**config.mk**
```make
export PLATFORM = sky130hd
export DESIGN_NAME = ro_pair_counter
export DESIGN_NICKNAME = d
export VERILOG_FILES = /design/src/rtl/ro_pair_counter.sv
export SDC_FILE = /design/constraint.sdc
export NUM_CORES = 1
export LEC_CHECK = 0
export ABC_CLOCK_PERIOD_IN_PS = 10200
export CAP_MARGIN = 5
export CORE_ASPECT_RATIO = 0.5
export CORE_MARGIN = 2
export CORE_UTILIZATION = 25
export DETAILED_ROUTE_END_ITERATION = 8
export PLACE_DENSITY_LB_ADDON = 0.12
export SLEW_MARGIN = 25
export SYNTH_ARGS = -nofsm -noshare
export SYNTH_HDL_FRONTEND = slang
export SYNTH_SLANG_ARGS = --single-unit
```
**constraint.sdc**
```tcl
create_clock -name clk -period 10.2 [get_ports clk]
set_clock_uncertainty 0.15 [all_clocks]
set_input_delay 1.02 -clock clk [delete_from_list [all_inputs] [get_ports clk]]
set_output_delay 1.02 -clock clk [all_outputs]
set_load 0.03 [all_outputs]
```
**src/rtl/ro_pair_counter.sv**
```systemverilog
// Ring-oscillator pair measurement stage.
// Settles a selected RO pair, counts edges of each over a window, compares.
module ro_pair_counter #(
   parameter int CNT_WIDTH     = 16,
   parameter int WINDOW_CYCLES = 1000,
   parameter int SETTLE_CYCLES = 8
) (
   input  logic                 clk,
   input  logic                 rst_n,
   input  logic                 start,
   input  logic                 ro_a,
   input  logic                 ro_b,
   output logic                 ro_en,
   output logic                 busy,
   output logic                 done,
   output logic                 response,
   output logic                 tie,
   output logic [CNT_WIDTH-1:0] count_a,
   output logic [CNT_WIDTH-1:0] count_b
);

   localparam int TMAX = (WINDOW_CYCLES > SETTLE_CYCLES) ?
                         WINDOW_CYCLES : SETTLE_CYCLES;
   localparam int TW = $clog2(TMAX + 1);

   localparam logic [TW-1:0] SET_LAST = TW'(SETTLE_CYCLES - 1);
   localparam logic [TW-1:0] WIN_LAST = TW'(WINDOW_CYCLES - 1);
   localparam logic [CNT_WIDTH-1:0] CNT_MAX = '1;

   typedef enum logic [1:0] {
      IDLE    = 2'd0,
      SETTLE  = 2'd1,
      COUNT   = 2'd2,
      COMPARE = 2'd3
   } state_t;

   state_t               state_q, state_d;
   logic [2:0]           sync_a_q, sync_a_d;
   logic [2:0]           sync_b_q, sync_b_d;
   logic [TW-1:0]        timer_q, timer_d;
   logic [CNT_WIDTH-1:0] cnt_a_q, cnt_a_d;
   logic [CNT_WIDTH-1:0] cnt_b_q, cnt_b_d;
   logic [CNT_WIDTH-1:0] count_a_q, count_a_d;
   logic [CNT_WIDTH-1:0] count_b_q, count_b_d;
   logic                 ro_en_q, ro_en_d;
   logic                 busy_q, busy_d;
   logic                 done_q, done_d;
   logic                 response_q, response_d;
   logic                 tie_q, tie_d;

   logic                 edge_a, edge_b;
   logic [CNT_WIDTH-1:0] cnt_a_inc, cnt_b_inc;

   assign edge_a = sync_a_q[1] & ~sync_a_q[2];
   assign edge_b = sync_b_q[1] & ~sync_b_q[2];

   // Saturating next-count values used during the window.
   always_comb begin
      cnt_a_inc = cnt_a_q;
      cnt_b_inc = cnt_b_q;
      if (edge_a && (cnt_a_q != CNT_MAX)) cnt_a_inc = cnt_a_q + 1'b1;
      if (edge_b && (cnt_b_q != CNT_MAX)) cnt_b_inc = cnt_b_q + 1'b1;
   end

   // Next-state logic: synchronizers, sequencing, counting and result capture.
   always_comb begin
      sync_a_d   = {sync_a_q[1:0], ro_a};
      sync_b_d   = {sync_b_q[1:0], ro_b};
      state_d    = state_q;
      timer_d    = timer_q;
      cnt_a_d    = cnt_a_q;
      cnt_b_d    = cnt_b_q;
      count_a_d  = count_a_q;
      count_b_d  = count_b_q;
      ro_en_d    = ro_en_q;
      busy_d     = busy_q;
      done_d     = 1'b0;
      response_d = response_q;
      tie_d      = tie_q;
      unique case (state_q)
         IDLE: begin
            if (start) begin
               state_d = SETTLE;
               timer_d = '0;
               cnt_a_d = '0;
               cnt_b_d = '0;
               ro_en_d = 1'b1;
               busy_d  = 1'b1;
            end
         end
         SETTLE: begin
            if (timer_q == SET_LAST) begin
               state_d = COUNT;
               timer_d = '0;
            end else begin
               timer_d = timer_q + 1'b1;
            end
         end
         COUNT: begin
            cnt_a_d = cnt_a_inc;
            cnt_b_d = cnt_b_inc;
            if (timer_q == WIN_LAST) begin
               state_d    = COMPARE;
               ro_en_d    = 1'b0;
               done_d     = 1'b1;
               count_a_d  = cnt_a_inc;
               count_b_d  = cnt_b_inc;
               response_d = (cnt_a_inc > cnt_b_inc);
               tie_d      = (cnt_a_inc == cnt_b_inc);
            end else begin
               timer_d = timer_q + 1'b1;
            end
         end
         COMPARE: begin
            state_d = IDLE;
            busy_d  = 1'b0;
         end
         default: begin
            state_d = IDLE;
         end
      endcase
   end

   // State and output registers; reset drops ro_en asynchronously.
   always_ff @(posedge clk or negedge rst_n) begin
      if (!rst_n) begin
         state_q    <= IDLE;
         sync_a_q   <= '0;
         sync_b_q   <= '0;
         timer_q    <= '0;
         cnt_a_q    <= '0;
         cnt_b_q    <= '0;
         count_a_q  <= '0;
         count_b_q  <= '0;
         ro_en_q    <= 1'b0;
         busy_q     <= 1'b0;
         done_q     <= 1'b0;
         response_q <= 1'b0;
         tie_q      <= 1'b0;
      end else begin
         state_q    <= state_d;
         sync_a_q   <= sync_a_d;
         sync_b_q   <= sync_b_d;
         timer_q    <= timer_d;
         cnt_a_q    <= cnt_a_d;
         cnt_b_q    <= cnt_b_d;
         count_a_q  <= count_a_d;
         count_b_q  <= count_b_d;
         ro_en_q    <= ro_en_d;
         busy_q     <= busy_d;
         done_q     <= done_d;
         response_q <= response_d;
         tie_q      <= tie_d;
      end
   end

   assign ro_en    = ro_en_q;
   assign busy     = busy_q;
   assign done     = done_q;
   assign response = response_q;
   assign tie      = tie_q;
   assign count_a  = count_a_q;
   assign count_b  = count_b_q;

endmodule

```
==> results.yml, run 1 <==
global_route:
  top_usage_layer: "met1"
  grt_pass1_wl_um: 21800
  grtUsageMet3_pct: 3.57
  grt-ovfl-total: 0
  grt_max_degree: 59
  grtUsageTotal_pct: 13.8
  gr-usage-met2_pct: 19.6
  grt_use_met1_pct: 20.5
  grt_pass1_vias: 3638
  antenna_found_initial: 0
synth:
  yosys_warnings: 0
  yosysMostFrequentCell: "dfrtp_1"
  ys_types: 56
  async_reset_ff_share_pct: 100
  synth_flop_cell: "dfrtp_1"
  synth-xor-area-share_pct: 5.48
  synthAdderAreaFrac_pct: 5.38
  yosysTopAreaCellShare_pct: 44.6
  synth-seq-area-share_pct: 44.6
  synth_top_family_by_area: "simple AND/OR/NAND/NOR gates"
  ys_top_cells_by_area: "dfrtp_1, o21ai_0, ha_1, nand2_1, xnor2_1"
  synth_mux_area_share_pct: 2.54
  yosys.area_share.simple_pct: 21.6
  synth_edf_count: 0
  synthTopCellsByCount: "dfrtp_1, nand2_1, o21ai_0"
  yosysTopAreaCell: "dfrtp_1"
  synth_nets: 538
  synthCells: 512
  synth_compound_area_share_pct: 16.8
  synth_area_sq_um: 4880
  synth.avg_cell_area_sq_um: 9.54
  ys_ff_latch: 87
floorplanning:
  core_region_area_sq_um: 19300
  initial_core_util_pct: 25.3
  ios: 42
  row_count: 36
  die_h_um: 103
  die_area_sq_um: 20700
  dieWidth_um: 202
drt:
  drtPass1Iterations: 4
  routed_wl_um: 13700
  drt-initial-drc-count: 241
  viasPerCell: 4.74
  antenna_left: 0
  vias: 3864
  drc_errors: 0
  wire_per_inst_um: 16.8
critical_path:
  endpoint_kind: "register"
  r2r-end: "response$_DFFE_PN0P_"
  critPathKind: "reg2reg"
  worstPathMaxFanout: 12
  critPathLaunch: "cnt_a_q[0]$_DFFE_PN0P_"
  r2r-start: "cnt_a_q[0]$_DFFE_PN0P_"
  reg2reg_slack_ns: 5.74
  start_kind: "register"
  worstRegToRegCells: 13
  required_ns: 10.27
  arrival_ns: 4.54
sta:
  drv_slew: 0
  fin_crit_ns: 4.46
  hold_viol_final: 0
  worst_slack_ns: 5.74
  fin_crit_sh_pct: 43.7
  max_freq_mhz: 224
  slew_headroom_pct: 42.0
  setup_tns_ns: 0
  rsz0062_at_grt: "no"
  holdWs_ns: 0.209
  worst_pin_slew_ns: 0.869
  setup_viol: 0
clock_tree:
  clk_pin_slew_ns: 0.07
  cts.sinks: 87
  postCtsHoldBufs: 0
  clkLatencyLatePin_ns: 0.35
  postCtsSetupBuffers: 0
  clock_tree.buffer_depth: 2
  cts_buffers: 9
  cts_root_buffer: "clkbuf_16"
  cts_htree_levels: 3
  cts_tree: "built"
  cts_resized: 0
final_layout:
  diodes: 0
  num-nets-final: 571
  layout-drive-gt1-share_pct: 10.0
  area_growth_pct: 21.2
worst_hold_path:
  worstHoldPathCells: 0
  min_from: "sync_b_q[0]$_DFF_PN0_"
  min_to: "sync_b_q[1]$_DFF_PN0_"
  hp-class: "reg2reg"
placement:
  place_hpwl_um: 9680
  place_congestion: 0.792
  portBuffers: 41
  post-place-ws_ns: 5.81
power_and_ir_drop:
  ir_drop_v: 0.0000741
  power_density_nw_per_um2: 178
  power_mw: 1.05
  p_leak_nw: 2.55
flow_run:
  maxCapViolCount: 0
status:
  outcome: "complete, no violations"
worst max path at each step:
stage          slack [ns]  cells past startpoint                    to
2_1_floorplan        6.57                     14  response$_DFFE_PN0P_
4_1_cts              5.75                     13  response$_DFFE_PN0P_
3_3_place_gp         5.90                     13  response$_DFFE_PN0P_
5_1_grt              5.42                     13  response$_DFFE_PN0P_
6_report             5.74                     13  response$_DFFE_PN0P_
3_5_place_dp         5.81                     13  response$_DFFE_PN0P_
area by class of cell:
class	instances	area, sq um
clock buffers	11	253
clock inverters	5	104
fillers	2056	13400
inverters	18	67.6
multi-input cells	382	2530
flip-flops and latches	87	2180
well taps	266	333
repair buffers	47	453
routing by layer:
layer / share of wire (%) / vias to the layer above
met5: 0 / -
met4: 0.74 / 0
met3: 4.9 / 6
met2: 40 / 79
met1: 54 / 1853
li1: - / 1926
stage by stage:
stage,std cells,area (sq um),utilization (%)
5_1_grt,816,5920,30.7
2_1_floorplan,512,4880,-
3_5_place_dp,800,5560,28.8
3_3_place_gp,800,5560,28.8
4_1_cts,816,5920,30.7
6_report,816,5920,30.7
cells by family after synthesis:
family	after synthesis
compound gates	135
xor+xnor	29
fa+ha+maj	21
buf+inv	43
flops	87
mux	11
simple gates	186
critical path, stage by stage (launching register included):
cell and delay, ns:
dfrtp_1 0.43, ha_1 0.24, nand4_1 0.19, nor4_4 0.79
nor4_4 0.18, nand4_1 0.22, xnor2_1 0.12, ha_1 0.33
nand4_1 0.12, nor4_1 0.69, o21ai_0 0.19, o211ai_1 0.27
nor4bb_2 0.34, nor3_2 0.08
power by group:
group	switching [mW]	internal (mW)
clock	0.148	0.253
combinational	0.185	0.0845
sequential	0.0182	0.362
total	0.351	0.700
sequential cells by signal, indices dropped and copies added, names as in the netlist:
| name | flops |
|---|---|
| cnt_a_q | 16 |
| cnt_b_q | 16 |
| count_a | 16 |
| count_b | 16 |
| timer_q | 10 |
| sync_a_q | 3 |
| sync_b_q | 3 |
| state_q | 2 |
| busy | 1 |
| done | 1 |
| response | 1 |
| ro_en | 1 |
| tie | 1 |
placed cells by master, fill, tap and decap left out, drive strengths merged, types with 4 or more instances in the layout:
cell and n:
o21ai 70, clkdlybuf4s50 40, inv 18, nand2 69, clkbuf 11, xor2 12, nor2b 4, ha 21
nor4 7, mux2 11, or3 7, nand2b 5, a21oi 17, a21o 8, dfrtp 87, nand3 18
a211oi 4, o31ai 8, nand4 19, and3 7, a31oi 10, a22o 5, nor2 25, buf 7
xnor2 16, nor3 13
No activity file was read; power rests on OpenSTA's default activity.
==> inputs of run 2 (changes only) <==
--- a/config.mk
+++ b/config.mk
@@ -5,7 +5,7 @@
 export SDC_FILE = /design/constraint.sdc
 export NUM_CORES = 1
 export LEC_CHECK = 0
-export ABC_CLOCK_PERIOD_IN_PS = 10200
+export ABC_CLOCK_PERIOD_IN_PS = 4650
 export CAP_MARGIN = 5
 export CORE_ASPECT_RATIO = 0.5
 export CORE_MARGIN = 2
==> constraint.sdc (replaced) <==
create_clock -name clk -period 4.65 [get_ports clk]
set_clock_uncertainty 0.15 [all_clocks]
set_input_delay 0.465 -clock clk [delete_from_list [all_inputs] [get_ports clk]]
set_output_delay 0.465 -clock clk [all_outputs]
set_load 0.03 [all_outputs]
==> run 2 against run 1 <==
  * Sequential power up 120%
  * Setup slack lost 5.1 ns
  * Power rose by 110%
  * Final area decreased by 0.82%
  * Highest routed layer unchanged
==> results.yml, run 2 (same netlist as run 1, synthesis figures left out) <==
final_layout:
  layout_commonest_cell: "dfrtp_1"
  area_growth_pct: 20.2
  finalInstanceArea_sq_um: 5870
  layout_common_cells: "dfrtp_1, nand2_1, o21ai_0"
  finish.utilization_pct: 30.4
  fillers: 2064
  num-nets-final: 573
  layout-drive-gt1-share_pct: 9.78
  diodes: 0
drt:
  wire_per_inst_um: 16.9
  met3WireLength_um: 527
  drt-initial-drc-count: 246
  viasPerCell: 4.73
  wl_met1_um: 7660
  dr_wl_met2_um: 5510
  top_layer: "met4"
  drtPass1Iterations: 5
  vias: 3871
  routed_wl_um: 13800
  antenna_left: 0
  drc_errors: 0
floorplanning:
  row_count: 36
  initial_core_util_pct: 25.3
  die_h_um: 103
  core_region_area_sq_um: 19300
  die_area_sq_um: 20700
  ios: 42
  dieWidth_um: 202
clock_tree:
  cts_htree_levels: 3
  cts_buffers: 9
  cts_tree: "built"
  postCtsSetupBuffers: 0
  cts.sinks: 87
  cts_resized: 0
  clk_pin_slew_ns: 0.07
  cts_root_buffer: "clkbuf_16"
  clock_tree.buffer_depth: 2
  clkLatencyLatePin_ns: 0.35
  postCtsHoldBufs: 0
sta:
  worst_pin_slew_ns: 0.846
  fin_crit_ns: 4.05
  holdWs_ns: 0.0300
  drv_slew: 0
  hold_viol_final: 0
  setup_viol: 0
  fin_crit_sh_pct: 87.1
  slew_headroom_pct: 43.6
  setup_tns_ns: 0
  rsz0062_at_grt: "no"
  max_freq_mhz: 247
critical_path:
  worstPathMaxFanout: 7
  required_ns: 4.72
  worstRegToRegCells: 14
  critPathKind: "reg2reg"
  r2r-start: "cnt_b_q[0]$_DFFE_PN0P_"
  cp_cell_sequence: "ha_1, nand3_1, nor4_4, nor4_2, nand4_1, xnor2_1, ha_1, nand4_1, nor4_1, buf_4, o21ai_0, o211ai_1, nor4bb_2, nor3_2"
  arrival_ns: 4.12
  critPathMaxStageDelay_ns: 0.66
  endpoint_kind: "register"
  r2r-end: "response$_DFFE_PN0P_"
  slowest_stage: "nor4_2"
  path_delay_family: "simple AND/OR/NAND/NOR gates"
  reg2reg_slack_ns: 0.60
  crit_buf_inv: 1
  start_kind: "register"
flow_run:
  maxCapViolCount: 0
power_and_ir_drop:
  intPower_mw: 1.41
  p_leak_nw: 2.52
  p_comb_share_pct: 27.4
  power_mw: 2.17
  ir_drop_v: 0.000200
  clockPowerShare_pct: 34.1
  power_density_nw_per_um2: 369
  pwr-share-seq_pct: 38.6
  switching_share_pct: 34.8
  p_sw_mw: 0.755
placement:
  place_congestion: 0.803
  portBuffers: 41
  dpl_cell_area_sq_um: 5580
  place_hpwl_um: 9910
global_route:
  grt_pass1_wl_um: 22200
  grt-ovfl-total: 0
  antenna_found_initial: 0
  grtUsageTotal_pct: 14.1
  grt_max_degree: 54
  grt_pass1_vias: 3742
worst_hold_path:
  hp-class: "in2async"
status:
  outcome: "complete, no violations"
[run 2: changes by cell type in the layout (fill, tap and decap cells not counted)]
cell,change
clkinv_4,-1
clkbuf_1,+3
clkinvlp_4,+1
clkbuf_8,-1
buf_4,+2
bufinv_16,-2
[run 2: metrics by stage]
step                      std cells  worst slack [ns]
after global placement          802             0.620
after detailed placement        802             0.637
after floorplan                 512              1.02
after CTS                       818             0.592
final                           818             0.600
after global routing            818             0.246
[run 2: power groups by stage]
stage	Sequential [mW]	Combinational, mW	Clock [mW]
5_1_grt	0.839	0.678	0.804
2_1_floorplan	0.847	0.389	0
3_3_place_gp	0.846	0.608	0
4_1_cts	0.834	0.601	0.772
6_report	0.835	0.592	0.738
3_5_place_dp	0.849	0.597	0
[run 2: per-layer routing]
metal | up-vias | global-route usage [%]
met2 | 69 | 19.6
met3 | 11 | 3.57
li1 | 1920 | -
met4 | 0 | 2.94
met5 | - | 0
met1 | 1871 | 21.7
[run 2: how the worst max path moves through the flow]
stage	start	to	slack, ns	cells past startpoint
6_report	cnt_b_q[0]$_DFFE_PN0P_	response$_DFFE_PN0P_	0.60	14
2_1_floorplan	cnt_a_q[0]$_DFFE_PN0P_	response$_DFFE_PN0P_	1.02	14
5_1_grt	cnt_b_q[0]$_DFFE_PN0P_	response$_DFFE_PN0P_	0.25	14
3_5_place_dp	cnt_b_q[0]$_DFFE_PN0P_	response$_DFFE_PN0P_	0.64	14
4_1_cts	cnt_b_q[0]$_DFFE_PN0P_	response$_DFFE_PN0P_	0.59	14
3_3_place_gp	cnt_b_q[0]$_DFFE_PN0P_	response$_DFFE_PN0P_	0.62	14
[run 2: layout make-up]
type / count / area [sq um] / share of cell area, %
Multi-Input combinational cell: 382 / 2530 / 43.1
Sequential cell: 87 / 2180 / 37.1
Timing Repair Buffer: 49 / 468 / 7.97
Tap cell: 266 / 333 / 5.67
Clock buffer: 13 / 250 / 4.26
Inverter: 18 / 67.6 / 1.15
Clock inverter: 3 / 42.5 / 0.725
==> inputs of run 3 (changes only) <==
--- a/config.mk
+++ b/config.mk
@@ -9,7 +9,7 @@
 export CAP_MARGIN = 5
 export CORE_ASPECT_RATIO = 0.5
 export CORE_MARGIN = 2
-export CORE_UTILIZATION = 25
+export CORE_UTILIZATION = 40
 export DETAILED_ROUTE_END_ITERATION = 8
 export PLACE_DENSITY_LB_ADDON = 0.12
 export SLEW_MARGIN = 25
==> run 3 against run 2 <==
  * Maximum frequency increased by 3.6%
  * Clock power decreased by 6.6%
  * Final area decreased by 2.3%
  * Setup slack improved by 0.14 ns
  * Non-clock buffer count unchanged
  * Clock-buffer cell count decreased by 4
  * Hold slack improved by 0.015 ns
  * Utilization increased by 18 points
  * Global-route usage increased by 5.4 points
  * Power decreased by 2.9%
  * Critical path type unchanged
==> results.yml, run 3 (same netlist as run 1, synthesis figures left out) <==
status:
  outcome: "complete, no violations"
critical_path:
  critPathMaxStageDelay_ns: 0.54
  cp_cell_sequence: "ha_1, nand4_1, nor4_4, nor4_4, nand4_1, xnor2_1, ha_1, nand4_1, nor4_1, buf_4, o21ai_0, o211ai_1, nor4bb_2, nor3_2"
  arrival_ns: 3.98
  endpoint_kind: "register"
  required_ns: 4.72
  critPathKind: "reg2reg"
  critPathMostFrequentCell: "nand4_1"
  start_kind: "register"
  r2r-start: "cnt_a_q[0]$_DFFE_PN0P_"
  slowest_stage: "nor4_4"
  critPathLaunch: "cnt_a_q[0]$_DFFE_PN0P_"
  crit_buf_inv: 1
  path_delay_family: "simple AND/OR/NAND/NOR gates"
  worstPathMaxFanout: 10
drt:
  drt-initial-drc-count: 278
  drc_errors: 0
  wire_per_inst_um: 16.9
  viasPerCell: 5.39
  vias: 3867
  drtPass1Iterations: 5
  routed_wl_um: 12100
  antenna_left: 0
worst_hold_path:
  hp-class: "in2async"
sta:
  fin_crit_ns: 3.91
  slew_headroom_pct: 43.9
  worst_pin_slew_ns: 0.841
  drv_slew: 0
  setup_viol: 0
  rsz0062_at_grt: "no"
  hold_viol_final: 0
  fin_crit_sh_pct: 84.1
  max_freq_mhz: 256
  setup_tns_ns: 0
  holdWs_ns: 0.0451
clock_tree:
  cts_tree: "built"
  cts_buffers: 9
  cts_root_buffer: "clkbuf_16"
  clock_tree.buffer_depth: 2
  clk_pin_slew_ns: 0.07
  clkLatencyLatePin_ns: 0.34
  postCtsSetupBuffers: 0
  cts_resized: 0
  postCtsHoldBufs: 0
  cts_htree_levels: 3
  cts.sinks: 87
flow_run:
  maxCapViolCount: 0
final_layout:
  layout_commonest_cell: "dfrtp_1"
  layout-drive-gt1-share_pct: 10.3
  diodes: 0
  fillers: 1120
  layout_common_cells: "dfrtp_1, nand2_1, o21ai_0"
  area_growth_pct: 17.4
  num-nets-final: 573
floorplanning:
  dieWidth_um: 160
  core_region_area_sq_um: 11900
  ios: 42
  row_count: 28
  die_area_sq_um: 13200
  initial_core_util_pct: 41.1
  die_h_um: 82.1
global_route:
  grtUsageTotal_pct: 19.5
  grt_pass1_vias: 3676
  antenna_found_initial: 0
  grt_max_degree: 63
  grt_pass1_wl_um: 19900
  grt-ovfl-total: 0
placement:
  place_hpwl_um: 8620
  portBuffers: 41
  place_congestion: 0.831
power_and_ir_drop:
  power_density_nw_per_um2: 367
  ir_drop_v: 0.000266
  p_leak_nw: 2.52
## run 3: metrics by stage
step / cell area (sq um) / util [%] / cells / power (mW) / setup WS (ns)
2_1_floorplan: 4880 / - / 512 / 1.24 / 1.02
3_3_place_gp: 5450 / 45.9 / 701 / 1.42 / 0.938
3_5_place_dp: 5450 / 45.9 / 701 / 1.43 / 0.786
4_1_cts: 5730 / 48.3 / 717 / 2.13 / 0.794
5_1_grt: 5730 / 48.3 / 717 / 2.24 / 0.379
6_report: 5730 / 48.3 / 717 / 2.10 / 0.740
## run 3: final cells by class
class	count	area [sq um]	area share [%]
clock buffers	9	225	3.93
clock inverters	7	57.6	1.00
repair buffers	49	468	8.16
multi-input cells	382	2530	44.2
inverters	18	67.6	1.18
flip-flops and latches	87	2180	38.0
well taps	165	206	3.60
## run 3: power breakdown
part | switching, mW | internal (mW)
clock network | 0.321 | 0.369
logic | 0.395 | 0.185
registers | 0.0390 | 0.795
total | 0.755 | 1.35
## run 3: worst paths after layout
| path | end | slack (ns) | cells past startpoint |
|---|---|---|---|
| min in group clk | sync_a_q[1]$_DFF_PN0_ | 0.20 | 0 |
| worst min-delay path | timer_q[1]$_DFFE_PN0P_ | 0.05 | 1 |
| worst max-delay path | response$_DFFE_PN0P_ | 0.74 | 14 |
| worst max register to register | response$_DFFE_PN0P_ | 0.74 | 14 |
| max in group asynchronous | cnt_a_q[13]$_DFFE_PN0P_ | 3.41 | 2 |
| worst min register to register | sync_a_q[1]$_DFF_PN0_ | 0.20 | 0 |
## run 3: metal layers
| metal | global-route usage (%) | vias up | wire length (um) |
|---|---|---|---|
| met1 | 29.6 | 1837 | 6580 |
| met3 | 4.70 | 13 | 589 |
| met5 | 0 | - | 0 |
| met2 | 27.7 | 102 | 4820 |
| li1 | - | 1915 | - |
| met4 | 5.23 | 0 | 159 |
